==> src/rtl/s84_seq_mul_fi_if.sv <==
// s84_seq_mul_fi_if
// Groups the request, operand, fault-control and result signals of the
// iterative fault-injection multiplier.
//
// Handshake: the master holds start high for a cycle while the slave is idle
// (busy=0). The operands and fault controls are captured on that edge. While
// busy=1, start is ignored and nothing is queued. done is a one-cycle pulse.
// y, y_gold and mismatch are valid in the done cycle and are held afterwards.
//
// Signals
//   start, a, b, op, f_loc, f_type : master -> slave
//   busy, done, y, y_gold, mismatch : slave -> master
//   dbg_state                       : slave -> master, FSM state for checkers
interface s84_seq_mul_fi_if #(
    parameter int WA    = 8,
    parameter int WB    = 4,
    parameter int LOC_W = $clog2(WA + WB)
);
    logic                 start;
    logic [WA-1:0]        a;
    logic [WB-1:0]        b;
    logic                 op;
    logic [LOC_W-1:0]     f_loc;
    logic [1:0]           f_type;
    logic                 busy;
    logic                 done;
    logic [WA+WB-1:0]     y;
    logic [WA+WB-1:0]     y_gold;
    logic                 mismatch;
    logic [1:0]           dbg_state;

    modport master (
        output start, a, b, op, f_loc, f_type,
        input  busy, done, y, y_gold, mismatch, dbg_state
    );

    modport slave (
        input  start, a, b, op, f_loc, f_type,
        output busy, done, y, y_gold, mismatch, dbg_state
    );
endinterface

==> src/rtl/s84_seq_mul_fi.sv <==
// s84_seq_mul_fi
// Iterative shift-add multiplier (WA x WB) that runs a golden and a
// fault-injected accumulator in lockstep. One multiplier bit is consumed per
// RUN cycle, so RUN lasts WB cycles, followed by a single DONE cycle.
// op=1 selects two's complement. In that mode the top multiplier bit has
// negative weight, so its partial product is subtracted. op=0 selects
// sign-magnitude. In that mode the magnitudes are multiplied and the sign is
// attached at the end.
//
// Ports
//   clk   : rising-edge clock
//   reset : synchronous, active-high; aborts any operation in flight
//   bus   : slave side of s84_seq_mul_fi_if (request, operands, fault
//           controls, busy/done, both products, mismatch, dbg_state)
module s84_seq_mul_fi #(
    parameter int WA    = 8,
    parameter int WB    = 4,
    parameter int LOC_W = $clog2(WA + WB)
) (
    input  logic           clk,
    input  logic           reset,
    s84_seq_mul_fi_if.slave bus
);
    localparam int W      = WA + WB;
    localparam int STEP_W = (WB > 1) ? $clog2(WB) : 1;

    typedef enum logic [1:0] {
        IDLE = 2'd0,
        RUN  = 2'd1,
        DONE = 2'd2
    } state_t;

    state_t             state_q, state_d;
    logic [STEP_W-1:0]  step_q, step_d;
    logic [WA-1:0]      a_q, a_d;
    logic [WB-1:0]      b_q, b_d;
    logic               op_q, op_d;
    logic [LOC_W-1:0]   f_loc_q, f_loc_d;
    logic [1:0]         f_type_q, f_type_d;
    logic [W-1:0]       acc_g_q, acc_g_d;
    logic [W-1:0]       acc_f_q, acc_f_d;
    logic [W-1:0]       y_q, y_d;
    logic [W-1:0]       y_gold_q, y_gold_d;
    logic               mismatch_q, mismatch_d;

    // Datapath for the current step.
    logic               last_step;
    logic               add_en;
    logic               sub_en;
    logic [W-1:0]       base;
    logic [W-1:0]       term;
    logic [W-1:0]       acc_g_step;
    logic [W-1:0]       acc_f_raw;
    logic [W-1:0]       acc_f_step;
    logic [W-1:0]       fault_mask;
    logic [W-1:0]       y_gold_fin;
    logic [W-1:0]       y_fin;

    // Sign-magnitude result: the sign is forced to 0 on a zero magnitude so
    // that -0 is reported as +0. The accumulator MSB is never used, which is
    // why a fault on that bit has no visible effect in this mode.
    function automatic logic [W-1:0] sm_pack(input logic sgn, input logic [W-1:0] acc);
        sm_pack = {sgn & (|acc[W-2:0]), acc[W-2:0]};
    endfunction

    always_comb begin
        last_step = (step_q == STEP_W'(WB - 1));
        // Two's complement: sign-extended a, subtract on the MSB of b.
        // Sign-magnitude: zero-extended magnitude of a, and the sign bit of b
        // contributes nothing.
        base   = op_q ? {{WB{a_q[WA-1]}}, a_q} : {{(WB + 1){1'b0}}, a_q[WA-2:0]};
        term   = base << step_q;
        add_en = b_q[step_q] && (op_q || !last_step);
        sub_en = op_q && last_step;

        acc_g_step = acc_g_q;
        acc_f_raw  = acc_f_q;
        if (add_en) begin
            acc_g_step = sub_en ? (acc_g_q - term) : (acc_g_q + term);
            acc_f_raw  = sub_en ? (acc_f_q - term) : (acc_f_q + term);
        end

        // An out-of-range f_loc matches no bit, so the mask stays empty.
        fault_mask = '0;
        for (int k = 0; k < W; k++) begin
            fault_mask[k] = (32'(f_loc_q) == k);
        end

        // Stuck-at faults are applied after every step. The flip is applied
        // only once, after the final step.
        unique case (f_type_q)
            2'b01:   acc_f_step = acc_f_raw & ~fault_mask;
            2'b10:   acc_f_step = acc_f_raw | fault_mask;
            2'b11:   acc_f_step = last_step ? (acc_f_raw ^ fault_mask) : acc_f_raw;
            default: acc_f_step = acc_f_raw;
        endcase

        y_gold_fin = op_q ? acc_g_step : sm_pack(a_q[WA-1] ^ b_q[WB-1], acc_g_step);
        y_fin      = op_q ? acc_f_step : sm_pack(a_q[WA-1] ^ b_q[WB-1], acc_f_step);
    end

    always_comb begin
        state_d    = state_q;
        step_d     = step_q;
        a_d        = a_q;
        b_d        = b_q;
        op_d       = op_q;
        f_loc_d    = f_loc_q;
        f_type_d   = f_type_q;
        acc_g_d    = acc_g_q;
        acc_f_d    = acc_f_q;
        y_d        = y_q;
        y_gold_d   = y_gold_q;
        mismatch_d = mismatch_q;

        unique case (state_q)
            IDLE: begin
                if (bus.start) begin
                    state_d  = RUN;
                    step_d   = '0;
                    a_d      = bus.a;
                    b_d      = bus.b;
                    op_d     = bus.op;
                    f_loc_d  = bus.f_loc;
                    f_type_d = bus.f_type;
                    acc_g_d  = '0;
                    acc_f_d  = '0;
                end
            end
            RUN: begin
                acc_g_d = acc_g_step;
                acc_f_d = acc_f_step;
                step_d  = step_q + STEP_W'(1);
                if (last_step) begin
                    // Results are registered on the edge into DONE so they
                    // are stable for the whole done pulse.
                    state_d    = DONE;
                    y_d        = y_fin;
                    y_gold_d   = y_gold_fin;
                    mismatch_d = (y_fin != y_gold_fin);
                end
            end
            DONE: begin
                state_d = IDLE;
            end
            default: begin
                state_d = IDLE;
            end
        endcase
    end

    always_ff @(posedge clk) begin
        if (reset) begin
            state_q    <= IDLE;
            step_q     <= '0;
            a_q        <= '0;
            b_q        <= '0;
            op_q       <= 1'b0;
            f_loc_q    <= '0;
            f_type_q   <= '0;
            acc_g_q    <= '0;
            acc_f_q    <= '0;
            y_q        <= '0;
            y_gold_q   <= '0;
            mismatch_q <= 1'b0;
        end else begin
            state_q    <= state_d;
            step_q     <= step_d;
            a_q        <= a_d;
            b_q        <= b_d;
            op_q       <= op_d;
            f_loc_q    <= f_loc_d;
            f_type_q   <= f_type_d;
            acc_g_q    <= acc_g_d;
            acc_f_q    <= acc_f_d;
            y_q        <= y_d;
            y_gold_q   <= y_gold_d;
            mismatch_q <= mismatch_d;
        end
    end

    assign bus.busy      = (state_q != IDLE);
    assign bus.done      = (state_q == DONE);
    assign bus.y         = y_q;
    assign bus.y_gold    = y_gold_q;
    assign bus.mismatch  = mismatch_q;
    assign bus.dbg_state = state_q;
endmodule

==> src/flat_wrapper.sv <==
// flat-port wrapper written by rule: the top's interface ports become plain ports
module s84_seq_mul_fi_flat 
#(
    parameter int WA    = 8,
    parameter int WB    = 4,
    parameter int LOC_W = $clog2(WA + WB)
)
  (clk, reset, bus_start, bus_a, bus_b, bus_op, bus_f_loc, bus_f_type, bus_busy, bus_done, bus_y, bus_y_gold, bus_mismatch, bus_dbg_state);
  s84_seq_mul_fi_if #(.WA(WA), .WB(WB), .LOC_W(LOC_W)) bus_i ();
  input  logic clk;
  input  logic reset;
  input wire logic [$bits(bus_i.start)-1:0] bus_start;
  input wire logic [$bits(bus_i.a)-1:0] bus_a;
  input wire logic [$bits(bus_i.b)-1:0] bus_b;
  input wire logic [$bits(bus_i.op)-1:0] bus_op;
  input wire logic [$bits(bus_i.f_loc)-1:0] bus_f_loc;
  input wire logic [$bits(bus_i.f_type)-1:0] bus_f_type;
  output wire logic [$bits(bus_i.busy)-1:0] bus_busy;
  output wire logic [$bits(bus_i.done)-1:0] bus_done;
  output wire logic [$bits(bus_i.y)-1:0] bus_y;
  output wire logic [$bits(bus_i.y_gold)-1:0] bus_y_gold;
  output wire logic [$bits(bus_i.mismatch)-1:0] bus_mismatch;
  output wire logic [$bits(bus_i.dbg_state)-1:0] bus_dbg_state;
  assign bus_i.start = bus_start;
  assign bus_i.a = bus_a;
  assign bus_i.b = bus_b;
  assign bus_i.op = bus_op;
  assign bus_i.f_loc = bus_f_loc;
  assign bus_i.f_type = bus_f_type;
  assign bus_busy = bus_i.busy;
  assign bus_done = bus_i.done;
  assign bus_y = bus_i.y;
  assign bus_y_gold = bus_i.y_gold;
  assign bus_mismatch = bus_i.mismatch;
  assign bus_dbg_state = bus_i.dbg_state;
  s84_seq_mul_fi #(.WA(WA), .WB(WB), .LOC_W(LOC_W)) u_core (.clk(clk), .reset(reset), .bus(bus_i));
endmodule
==> config.mk <==
export PLATFORM = sky130hd
export DESIGN_NAME = s84_seq_mul_fi_flat
export DESIGN_NICKNAME = d
export VERILOG_FILES = /design/src/rtl/s84_seq_mul_fi_if.sv /design/src/rtl/s84_seq_mul_fi.sv /design/src/flat_wrapper.sv
export SDC_FILE = /design/constraint.sdc
export NUM_CORES = 1
export LEC_CHECK = 0
export CAP_MARGIN = 40
export CORE_ASPECT_RATIO = 0.8
export CORE_MARGIN = 10
export CORE_UTILIZATION = 35
export DETAILED_ROUTE_END_ITERATION = 7
export PLACE_DENSITY = 0.55
export RECOVER_POWER = 50
export SYNTH_ARGS = -nofsm -noshare
export SYNTH_HDL_FRONTEND = slang
export SYNTH_SLANG_ARGS = --single-unit
==> constraint.sdc <==
create_clock -name clk -period 11.1 [get_ports clk]
set_input_delay 1.665 -clock clk [delete_from_list [all_inputs] [get_ports clk]]
set_output_delay 1.665 -clock clk [all_outputs]
set_load 0.01 [all_outputs]
==> flow_summary.ini <==
[status]
status = finished with violations
violations = max-capacitance violations, max-slew violations

[synthesis]
synth.mux.area_fraction_pct = 4.39
async_reset_ff_share_pct = 0
synth_top_family_by_area = compound AO/OA/AOI/OAI gates
synth_nets = 911
synth_xor_area_share_pct = 4.94
synthFlopType = dfxtp_1
ys_ff_latch = 72
synth.avg_cell_area_sq_um = 7.28
syn_area_sq_um = 6180
synth_warnings = 0
synthTopCellsByArea = dfxtp_1 (23%), nand2_1 (8.3%), ha_1 (7.7%), a21oi_1 (6.2%), nor2_1 (5.5%)
synth_top_area_share_pct = 23.3
synth-adder-area-share_pct = 9.35
netlist_instances = 849
yosysUniqueCellTypes = 88
ys_seq_area_share_pct = 23.3
synth_compound_area_share_pct = 26.1
yosys.area.top_type = dfxtp_1
synth_edf_count = 0
synthSimpleGateAreaFrac_pct = 26.1

[routing]
vias_per_cell = 5.57
vias = 6118
routed_wl_mm = 19.2
ant_nets = 0
drc_errors = 0
routedWlPerCell_microns = 17.5
drt-initial-drc-count = 497
first_pass_iters = 5

[place]
gp_congestion = 0.860
dp_hpwl_mm = 13.8
port_buffers = 50

[worst_hold_path]
hp-class = reg2reg

[floorplanning]
start_util_pct = 35.7
core-area_sq_um = 17300
die_h_microns = 139
die_w_microns = 169
dieArea_sq_um = 23400
row_count = 43
io_pins = 51

[timing]
worst_pin_slew_ns = 3.41
slew_violations = 73
fin_crit_ns = 6.49
finClkSkew_ns = 0.00576
fmax_mhz = 154
hold_slack_ns = 0.454
finalCritPeriodShare_pct = 58.4
report.final.setup_viol = 0
setup_tns_ns = 0
slew_headroom_pct = -128
final-hold-violation-count = 0
grt_setup_unrepaired = false

[power]
p_comb_share_pct = 35.9
internal_power_mw = 0.565
p_switching_mw = 0.347
power_frac_seq_pct = 30.6
pwr-share-clk_pct = 33.4
power.density_nw_per_um2 = 128
irDropWorstVdd_mv = 0.0910
p_leak_nw = 2.58
swShare_pct = 38.0

[finish]
syn_to_final_growth_pct = 15.4
nets = 931
drive_gt1_share_pct = 8.35
antenna-diode-count = 0

[grt]
antenna_found_initial = 0
grt_max_degree = 73
first_global_vias = 5533
grt_overflow = 0
grt_pass1_wl_mm = 31.2
gr-usage-all-layers_pct = 16.2

[cts]
h-tree-depth = 3
cts_hold_buf = 0
cts_setup_buffers = 0
ctsResizeCount = 0
cts.sinks = 72
cts_buffers = 9
insertion_delay_ns = 0.35
cts_tree = built
clk_pin_slew_ns = 0.06
clk_path_buf_depth = 2
root_buffer = clkbuf_16

[worst_setup_path]
crit_type = reg2reg
worstSetupStartpointType = register
reg2reg_slack_ns = 4.61
arrival_ns = 6.77
cp_max_fo = 27
required_ns = 11.38
cp-end-kind = register

[job]
maxCapViolCount = 1
final timing paths:
kind | cells past startpoint | start | endpoint
min | 2 | u_core.b_q[1]$_SDFFE_PP0P_ | u_core.b_q[1]$_SDFFE_PP0P_
max | 27 | u_core.step_q[0]$_SDFFE_PP0P_ | u_core.bus.mismatch$_SDFFE_PP0P_
min reg2reg | 2 | u_core.b_q[1]$_SDFFE_PP0P_ | u_core.b_q[1]$_SDFFE_PP0P_
max reg2reg | 27 | u_core.step_q[0]$_SDFFE_PP0P_ | u_core.bus.mismatch$_SDFFE_PP0P_
routing by layer:
layer	track usage, %	up-vias	routed length, microns
li1	-	3086	-
met3	3.57	20	945
met5	0	-	0
met1	22.6	2865	9590
met4	5.17	0	321
met2	23.9	147	8360
Yosys cell counts (4+ instances only):
cell       number
a2111oi_0       4
a211oi_1       18
a21o_1          7
a21oi_1        76
a221oi_1        4
a22oi_1         5
a31oi_1        17
and2_1         10
buf_1           6
buf_2           7
clkbuf_1       39
dfxtp_1        72
ha_1           38
inv_1          36
maj3_1          4
mux2i_1         8
mux4_2          6
nand2_1       136
nand2b_1        8
nand3_1        34
nand4_1         6
nor2_1         91
nor2b_1        15
nor3_1         23
nor4_1          4
o211ai_1        4
o21a_1          4
o21ai_0        37
o21bai_1        5
o221ai_1        4
o22ai_1         5
xnor2_1        19
xor2_1         14
logic make-up after synthesis:
| logic type | count (synthesis) |
|---|---|
| compound gates | 238 |
| xor+xnor | 34 |
| fa+ha+maj | 46 |
| buf+inv | 90 |
| flops | 72 |
| mux | 18 |
| simple gates | 351 |
through the flow:
| stage | power, mW | util (%) | setup WS, ns | area, sq um | instances |
|---|---|---|---|---|---|
| floorplan | 0.525 | - | 5.64 | 6180 | 849 |
| global placement | 0.608 | 39.4 | 4.32 | 6820 | 1081 |
| detailed placement | 0.607 | 39.4 | 4.67 | 6830 | 1083 |
| CTS | 0.917 | 41.2 | 4.65 | 7140 | 1099 |
| global route | 0.968 | 41.2 | 4.03 | 7130 | 1099 |
| finish | 0.911 | 41.2 | 4.61 | 7130 | 1099 |
layout make-up:
type                            instances  area (sq um)
Clock buffer                            9           225
Sequential cell                        72          1440
Inverter                               36           135
Clock inverter                          7          78.8
Fill cell                            1812         10200
Multi-Input combinational cell        687          4380
Tap cell                              225           282
Timing Repair Buffer                   63           587
power groups by stage:
stage | combinational (mW) | sequential [mW] | clock, mW
after floorplan | 0.247 | 0.278 | 0
after global placement | 0.323 | 0.285 | 0
after detailed placement | 0.323 | 0.285 | 0
after CTS | 0.325 | 0.279 | 0.313
after global routing | 0.365 | 0.280 | 0.322
final | 0.327 | 0.279 | 0.304
worst max-delay path: stages, from the launching register on:
cell and delay, ns:
dfxtp_1 0.81, ha_1 0.26, buf_4 0.28, nand2_1 0.33, nor2_1 0.18, a21o_1 0.26
inv_1 0.12, ha_1 0.29, nor2b_1 0.14, o31a_1 0.26, o21a_1 0.17, nor2_1 0.16
maj3_1 0.26, a21o_1 0.23, nor2_1 0.06, nor3_1 0.23, xnor2_1 0.12, ha_1 0.20
nor2b_1 0.13, o21ai_0 0.24, nand4_1 0.14, or3_1 0.33, o311ai_0 0.10, nor2_1 0.17
nor3_1 0.25, a41oi_2 0.16, or3_1 0.39, a31oi_1 0.16
state kept, by name, indices dropped and copies added, names as in the netlist:
register              cells
u_core.f_loc_q            4
u_core.f_type_q           2
u_core.bus.dbg_state      2
u_core.step_q             2
u_core.acc_g_q           12
u_core.op_q               1
u_core.acc_f_q           12
u_core.bus.y_gold        12
u_core.bus.mismatch       1
u_core.bus.y             12
u_core.a_q                8
u_core.b_q                4
layout by cell type, fill, tap and decap left out, types with 7 or more instances in the layout:
cell type	n
dlygate4sd3_1	26
ha_1	38
nand3_1	34
nor3_1	23
buf_4	11
mux2i_1	8
xor2_1	14
nor2b_1	15
xnor2_1	19
a211oi_1	18
nor2_1	90
clkdlybuf4s50_1	23
o21ai_0	37
inv_1	36
a31oi_1	17
nand2_1	136
clkbuf_16	9
nand2b_1	8
a21o_1	7
and2_1	10
dfxtp_1	72
a21oi_1	76
No activity file was read; power rests on OpenSTA's default activity.
